File: src/rtl/mips_pkg.sv
// Shared MIPS core constants and types.
package mips_pkg;
  localparam int REG_ADDR_W = 5;
  localparam int DATA_W     = 32;

  typedef logic [REG_ADDR_W-1:0] reg_addr_t;

  localparam reg_addr_t REG_ZERO = 5'd0;
endpackage

File: src/rtl/reg_scoreboard.sv
// Pending-write scoreboard: per-register busy bits plus a running busy count.
// Latency: state updates on the rising edge; no backpressure, accepts every cycle.
module reg_scoreboard
  import mips_pkg::*;
#(
  parameter int AW = REG_ADDR_W
) (
  input  logic              clk,
  input  logic              rst,
  input  logic              alloc_en,
  input  logic [AW-1:0]     alloc_addr,
  input  logic              clr0_en,
  input  logic [AW-1:0]     clr0_addr,
  input  logic              clr1_en,
  input  logic [AW-1:0]     clr1_addr,
  output logic [2**AW-1:0]  busy,
  output logic [AW:0]       busy_cnt
);
  logic [2**AW-1:0] busy_nxt;
  logic             inc;
  logic             dec0;
  logic             dec1;
  logic [AW:0]      cnt_nxt;

  // Clears first, then alloc, so alloc wins on a same-register collision.
  always_comb begin
    busy_nxt = busy;
    if (clr0_en) busy_nxt[clr0_addr] = 1'b0;
    if (clr1_en) busy_nxt[clr1_addr] = 1'b0;
    if (alloc_en) busy_nxt[alloc_addr] = 1'b1;
  end

  // Each count step tracks a real 0->1 or 1->0 transition of a distinct bit.
  always_comb begin
    inc  = alloc_en && !busy[alloc_addr];
    dec0 = clr0_en && busy[clr0_addr] && !busy_nxt[clr0_addr];
    dec1 = clr1_en && busy[clr1_addr] && !busy_nxt[clr1_addr] &&
           !(clr0_en && (clr0_addr == clr1_addr));
    cnt_nxt = busy_cnt + (AW+1)'(inc) - (AW+1)'(dec0) - (AW+1)'(dec1);
  end

  always_ff @(posedge clk or negedge rst) begin
    if (!rst) begin
      busy     <= '0;
      busy_cnt <= '0;
    end else begin
      busy     <= busy_nxt;
      busy_cnt <= cnt_nxt;
    end
  end
endmodule

File: src/rtl/pipelined_reg_file.sv
// Two-read/two-write register file with RAW scoreboard, optional bypass and zero register.
// Latency: reads combinational, writes on the rising edge; no backpressure.
module pipelined_reg_file #(
  parameter int DATA_W   = mips_pkg::DATA_W,
  parameter int ADDR_W   = mips_pkg::REG_ADDR_W,
  parameter int ZERO_REG = 1,
  parameter int BYPASS   = 1
) (
  input  logic              clk,
  input  logic              rst,
  input  logic [ADDR_W-1:0] ra0,
  input  logic [ADDR_W-1:0] ra1,
  output logic [DATA_W-1:0] rd0,
  output logic [DATA_W-1:0] rd1,
  output logic              rbusy0,
  output logic              rbusy1,
  input  logic              we0,
  input  logic [ADDR_W-1:0] wa0,
  input  logic [DATA_W-1:0] wd0,
  input  logic              we1,
  input  logic [ADDR_W-1:0] wa1,
  input  logic [DATA_W-1:0] wd1,
  input  logic              alloc_en,
  input  logic [ADDR_W-1:0] alloc_addr,
  output logic [ADDR_W:0]   busy_cnt
);
  localparam int NREG = 2**ADDR_W;

  logic [DATA_W-1:0] regs [NREG];
  logic [NREG-1:0]   busy;
  logic              w0;
  logic              w1;
  logic              aen;

  // Register 0 swallows writes and allocs when hardwired to zero.
  always_comb begin
    w0  = we0 && !((ZERO_REG != 0) && (wa0 == '0));
    w1  = we1 && !((ZERO_REG != 0) && (wa1 == '0));
    aen = alloc_en && !((ZERO_REG != 0) && (alloc_addr == '0));
  end

  always_ff @(posedge clk or negedge rst) begin
    if (!rst) begin
      for (int i = 0; i < NREG; i++) regs[i] <= '0;
    end else begin
      if (w0) regs[wa0] <= wd0;
      if (w1) regs[wa1] <= wd1;
    end
  end

  reg_scoreboard #(.AW(ADDR_W)) u_sb (
    .clk        (clk),
    .rst        (rst),
    .alloc_en   (aen),
    .alloc_addr (alloc_addr),
    .clr0_en    (w0),
    .clr0_addr  (wa0),
    .clr1_en    (w1),
    .clr1_addr  (wa1),
    .busy       (busy),
    .busy_cnt   (busy_cnt)
  );

  // Port 1 is checked first so the load unit wins a same-address bypass.
  always_comb begin
    rd0    = regs[ra0];
    rd1    = regs[ra1];
    rbusy0 = busy[ra0];
    rbusy1 = busy[ra1];
    if (BYPASS != 0) begin
      if (w1 && (wa1 == ra0)) rd0 = wd1;
      else if (w0 && (wa0 == ra0)) rd0 = wd0;
      if (w1 && (wa1 == ra1)) rd1 = wd1;
      else if (w0 && (wa0 == ra1)) rd1 = wd0;
      if ((w0 && (wa0 == ra0)) || (w1 && (wa1 == ra0))) rbusy0 = 1'b0;
      if ((w0 && (wa0 == ra1)) || (w1 && (wa1 == ra1))) rbusy1 = 1'b0;
    end
    if ((ZERO_REG != 0) && (ra0 == '0)) begin
      rd0    = '0;
      rbusy0 = 1'b0;
    end
    if ((ZERO_REG != 0) && (ra1 == '0)) begin
      rd1    = '0;
      rbusy1 = 1'b0;
    end
    // Bypass must not leak write data while the file is held in reset.
    if (!rst) begin
      rd0    = '0;
      rd1    = '0;
      rbusy0 = 1'b0;
      rbusy1 = 1'b0;
    end
  end
endmodule

File: config.mk
export PLATFORM = sky130hd
export DESIGN_NAME = pipelined_reg_file
export DESIGN_NICKNAME = d
export VERILOG_FILES = /design/src/rtl/mips_pkg.sv /design/src/rtl/reg_scoreboard.sv /design/src/rtl/pipelined_reg_file.sv
export SDC_FILE = /design/constraint.sdc
export NUM_CORES = 2
export LEC_CHECK = 0
export ABC_CLOCK_PERIOD_IN_PS = 15570
export CAP_MARGIN = 20
export CORE_MARGIN = 2
export CORE_UTILIZATION = 55
export CTS_CLUSTER_DIAMETER = 150
export CTS_CLUSTER_SIZE = 12
export DETAILED_ROUTE_END_ITERATION = 12
export GPL_ROUTABILITY_DRIVEN = 0
export HOLD_SLACK_MARGIN = 0.02
export PLACE_DENSITY = 0.72
export SLEW_MARGIN = 20
export SYNTH_ARGS = -nofsm -noshare
export SYNTH_HDL_FRONTEND = slang
export SYNTH_SLANG_ARGS = --single-unit
File: constraint.sdc
create_clock -name clk -period 15.57 [get_ports clk]
set_clock_uncertainty 0.2 [all_clocks]
set_input_delay 4.671 -clock clk [delete_from_list [all_inputs] [get_ports clk]]
set_output_delay 4.671 -clock clk [all_outputs]
set_load 0.01 [all_outputs]
==> results.py <==
metrics = {
    "clocking": {
        "cts_root_buffer": "clkbuf_16",
        "clk_path_buf_depth": 3,
        "clk_latency_ns": 0.72,
        "cts_tree": "done",
        "cts_resized": 0,
        "path_clk_slew_ns": 0.06,
        "hold_buffers": 0,
        "clock-sinks": 1062,
        "numCtsBuffers": 98,
        "postCtsSetupBuffers": 0,
        "cts.htree.levels": 3,
    },
    "die": {
        "core-area_um2": 123000,
        "ios": 166,
        "row_count": 129,
        "die_h_um": 356,
        "die_w_um": 356,
        "start_util_pct": 55.3,
        "fp.dieArea_um2": 127000,
    },
    "worst_hold_path": {
        "min-delay-start": "regs[1019]$_DFF_PN0_",
        "min-delay-path-class": "flip-flop to flip-flop",
        "hold_path_end": "regs[1019]$_DFF_PN0_",
        "holdPathStages": 0,
    },
    "sta": {
        "worst_slack_ns": 1.81,
        "fmax_ghz": 0.0727,
        "finalCritPeriodShare_pct": 88.4,
        "tns_ns": 0,
        "rsz0062_at_grt": "no",
        "setup_viol": 0,
        "finalHoldViolCount": 0,
        "period_minus_slack_ns": 13.76,
        "worst_pin_slew_ns": 1.27,
        "slew-limit-headroom_pct": 15.0,
        "slew_violations": 0,
    },
    "grt": {
        "grt_pass1_vias": 55203,
        "gr-total-overflow": 0,
        "grt_max_degree": 87,
        "grt_usage_pct": 41.4,
        "grt_pass1_wl_um": 382000,
        "antenna_found_initial": 6,
    },
    "setup_path": {
        "critPathRequiredTime_ns": 10.70,
        "crit_type": "input port to output port",
        "worst_setup_path_start_kind": "input port",
        "r2r_end": "u_sb.busy_cnt[5]$_DFF_PN0_",
        "rr_startpoint": "u_sb.busy[2]$_DFF_PN0_",
        "crit_path_end_kind": "output port",
        "arrival_ns": 8.89,
        "crit_path_max_fanout": 31,
        "r2r_slack_ns": 11.08,
        "reg2regPathDepth": 17,
    },
    "route": {
        "drtIter0Drc": 10110,
        "post-route-drc-count": 0,
        "wirelength_um": 265000,
        "dr.pass1.iters": 8,
        "via_per_inst": 7.44,
        "wire_per_inst_um": 34.5,
        "vias": 57076,
        "antenna_left": 0,
    },
    "power_and_ir_drop": {
        "power.leakage_nw": 32.0,
        "powerDensity_nw_per_um2": 122,
        "irDropWorstVdd_mv": 0.103,
    },
    "status": {
        "status": "finished clean",
    },
    "yosys": {
        "ys_seq_elements": 1062,
        "synth_area_leader_cell": "dfrtp_1",
        "async_reset_ff_share_pct": 100,
        "netlist_area_um2": 68300,
        "syn_avg_cell_area_um2": 10.7,
        "yosys_warnings": 0,
        "synth_top_area_share_pct": 38.9,
        "synth_edf_count": 0,
        "ys_top_cells_by_area": "dfrtp_1 (39%), mux4_2 (22%), mux2i_1 (13%)",
        "ys_types": 75,
        "synth_flop_cell": "dfrtp_1",
        "syn-num-nets": 6511,
        "yosysSeqAreaShare_pct": 38.9,
        "synthCells": 6409,
    },
    "place": {
        "place_ws_ns": 2.11,
        "dpl-instance-area_um2": 70700,
        "io_buffers": 165,
        "dp_hpwl_um": 145000,
    },
    "cells_and_area": {
        "drive_gt1_share_pct": 17.9,
        "final_area_um2": 73400,
        "area_growth_pct": 7.46,
        "multiInputGateArea_um2": 38800,
        "finalNetCount": 6131,
        "regArea_um2": 26600,
        "nFillCells": 9863,
        "final_common_cell": "dfrtp_1",
        "fin_util_pct": 59.4,
        "final_cell_mix": "dfrtp_1 (1062), mux2i_1 (896), mux4_2 (664)",
    },
    "run": {
        "drv_cap": 0,
    },
}
per-layer routing:
metal | GRT usage, % | share of wire, % | vias up | routed length [um]
met5 | 0.333 | 0.029 | - | 76
met4 | 25.0 | 7.6 | 4 | 20200
met3 | 17.1 | 17 | 1306 | 44600
met2 | 56.7 | 41 | 5188 | 108000
met1 | 55.0 | 35 | 27926 | 91900
li1 | - | - | 22652 | -
Yosys cell counts (all sizes together), types with 19 or more instances:
cell	instances
a32oi	51
mux4	664
a21oi	635
mux2i	896
nand3	19
a221o	31
a211oi	57
dfrtp	1062
clkbuf	580
buf	263
nand2	656
nor2	683
inv	24
nor2b	30
o21ai	469
a31oi	73
state kept, by name, indices dropped and copies added (netlist names):
register	flops
regs	1024
u_sb.busy	32
u_sb.busy_cnt	6
logic make-up (layout without fill, tap and decap cells):
kind of cell,after synthesis,in the layout,share of synthesized area [%]
XOR/XNOR,30,30,0.385
AND/OR/NAND/NOR,1494,1494,8.93
flip-flops,1062,1062,38.9
adder cells (fa/ha/maj),8,8,0.169
AO/OA/AOI/OAI,1385,1385,11.4
buffers and inverters,867,493,5.11
other,0,3,0
multiplexers,1563,1563,35.1
stage by stage:
| stage | hold WS (ns) | std cells | total power, mW |
|---|---|---|---|
| finish | 0.193 | 7675 | 8.96 |
| global route | 0.211 | 7672 | 9.28 |
| CTS | 0.197 | 7670 | 8.85 |
| detailed placement | 0.183 | 7564 | 6.66 |
| global placement | 0.177 | 7563 | 6.52 |
| floorplan | 0.241 | 6409 | 5.80 |
report_power, final:
part           internal [mW]  leakage [nW]  switching (mW)
sequential              3.48          13.0           0.607
combinational           1.44          17.8            1.20
clock                   1.13          1.27            1.10
critical path, stage by stage:
cell	delay, ns
clkdlybuf4s50_1	0.73
nor3_1	0.53
a21boi_4	0.11
and4_2	0.25
buf_4	0.35
nor2b_4	0.61
a221o_1	0.25
o21ai_1	0.06
a21oi_1	0.63
clkdlybuf4s50_1	0.67
layout make-up:
cell class,instances,share of cell area (%)
clock inverter,6,0.102
multi-input combinational,4480,52.8
timing repair buffer,363,4.51
clock buffer,100,3.41
sequential,1062,36.2
antenna,3,0.0102
tap,1637,2.79
inverter,24,0.123
worst max-delay path by stage:
stage,start,endpoint,slack [ns],cells past startpoint
after floorplan,ra0[0],rd0[0],3.98,8
after global placement,wa1[3],rd1[16],2.12,6
after detailed placement,wa0[2],rd0[16],2.11,11
after CTS,wa1[3],rd1[16],2.09,6
after global routing,wa0[1],rd0[20],1.87,11
final,wa0[2],rd0[20],1.81,10
No activity file was read; power rests on OpenSTA's default activity.
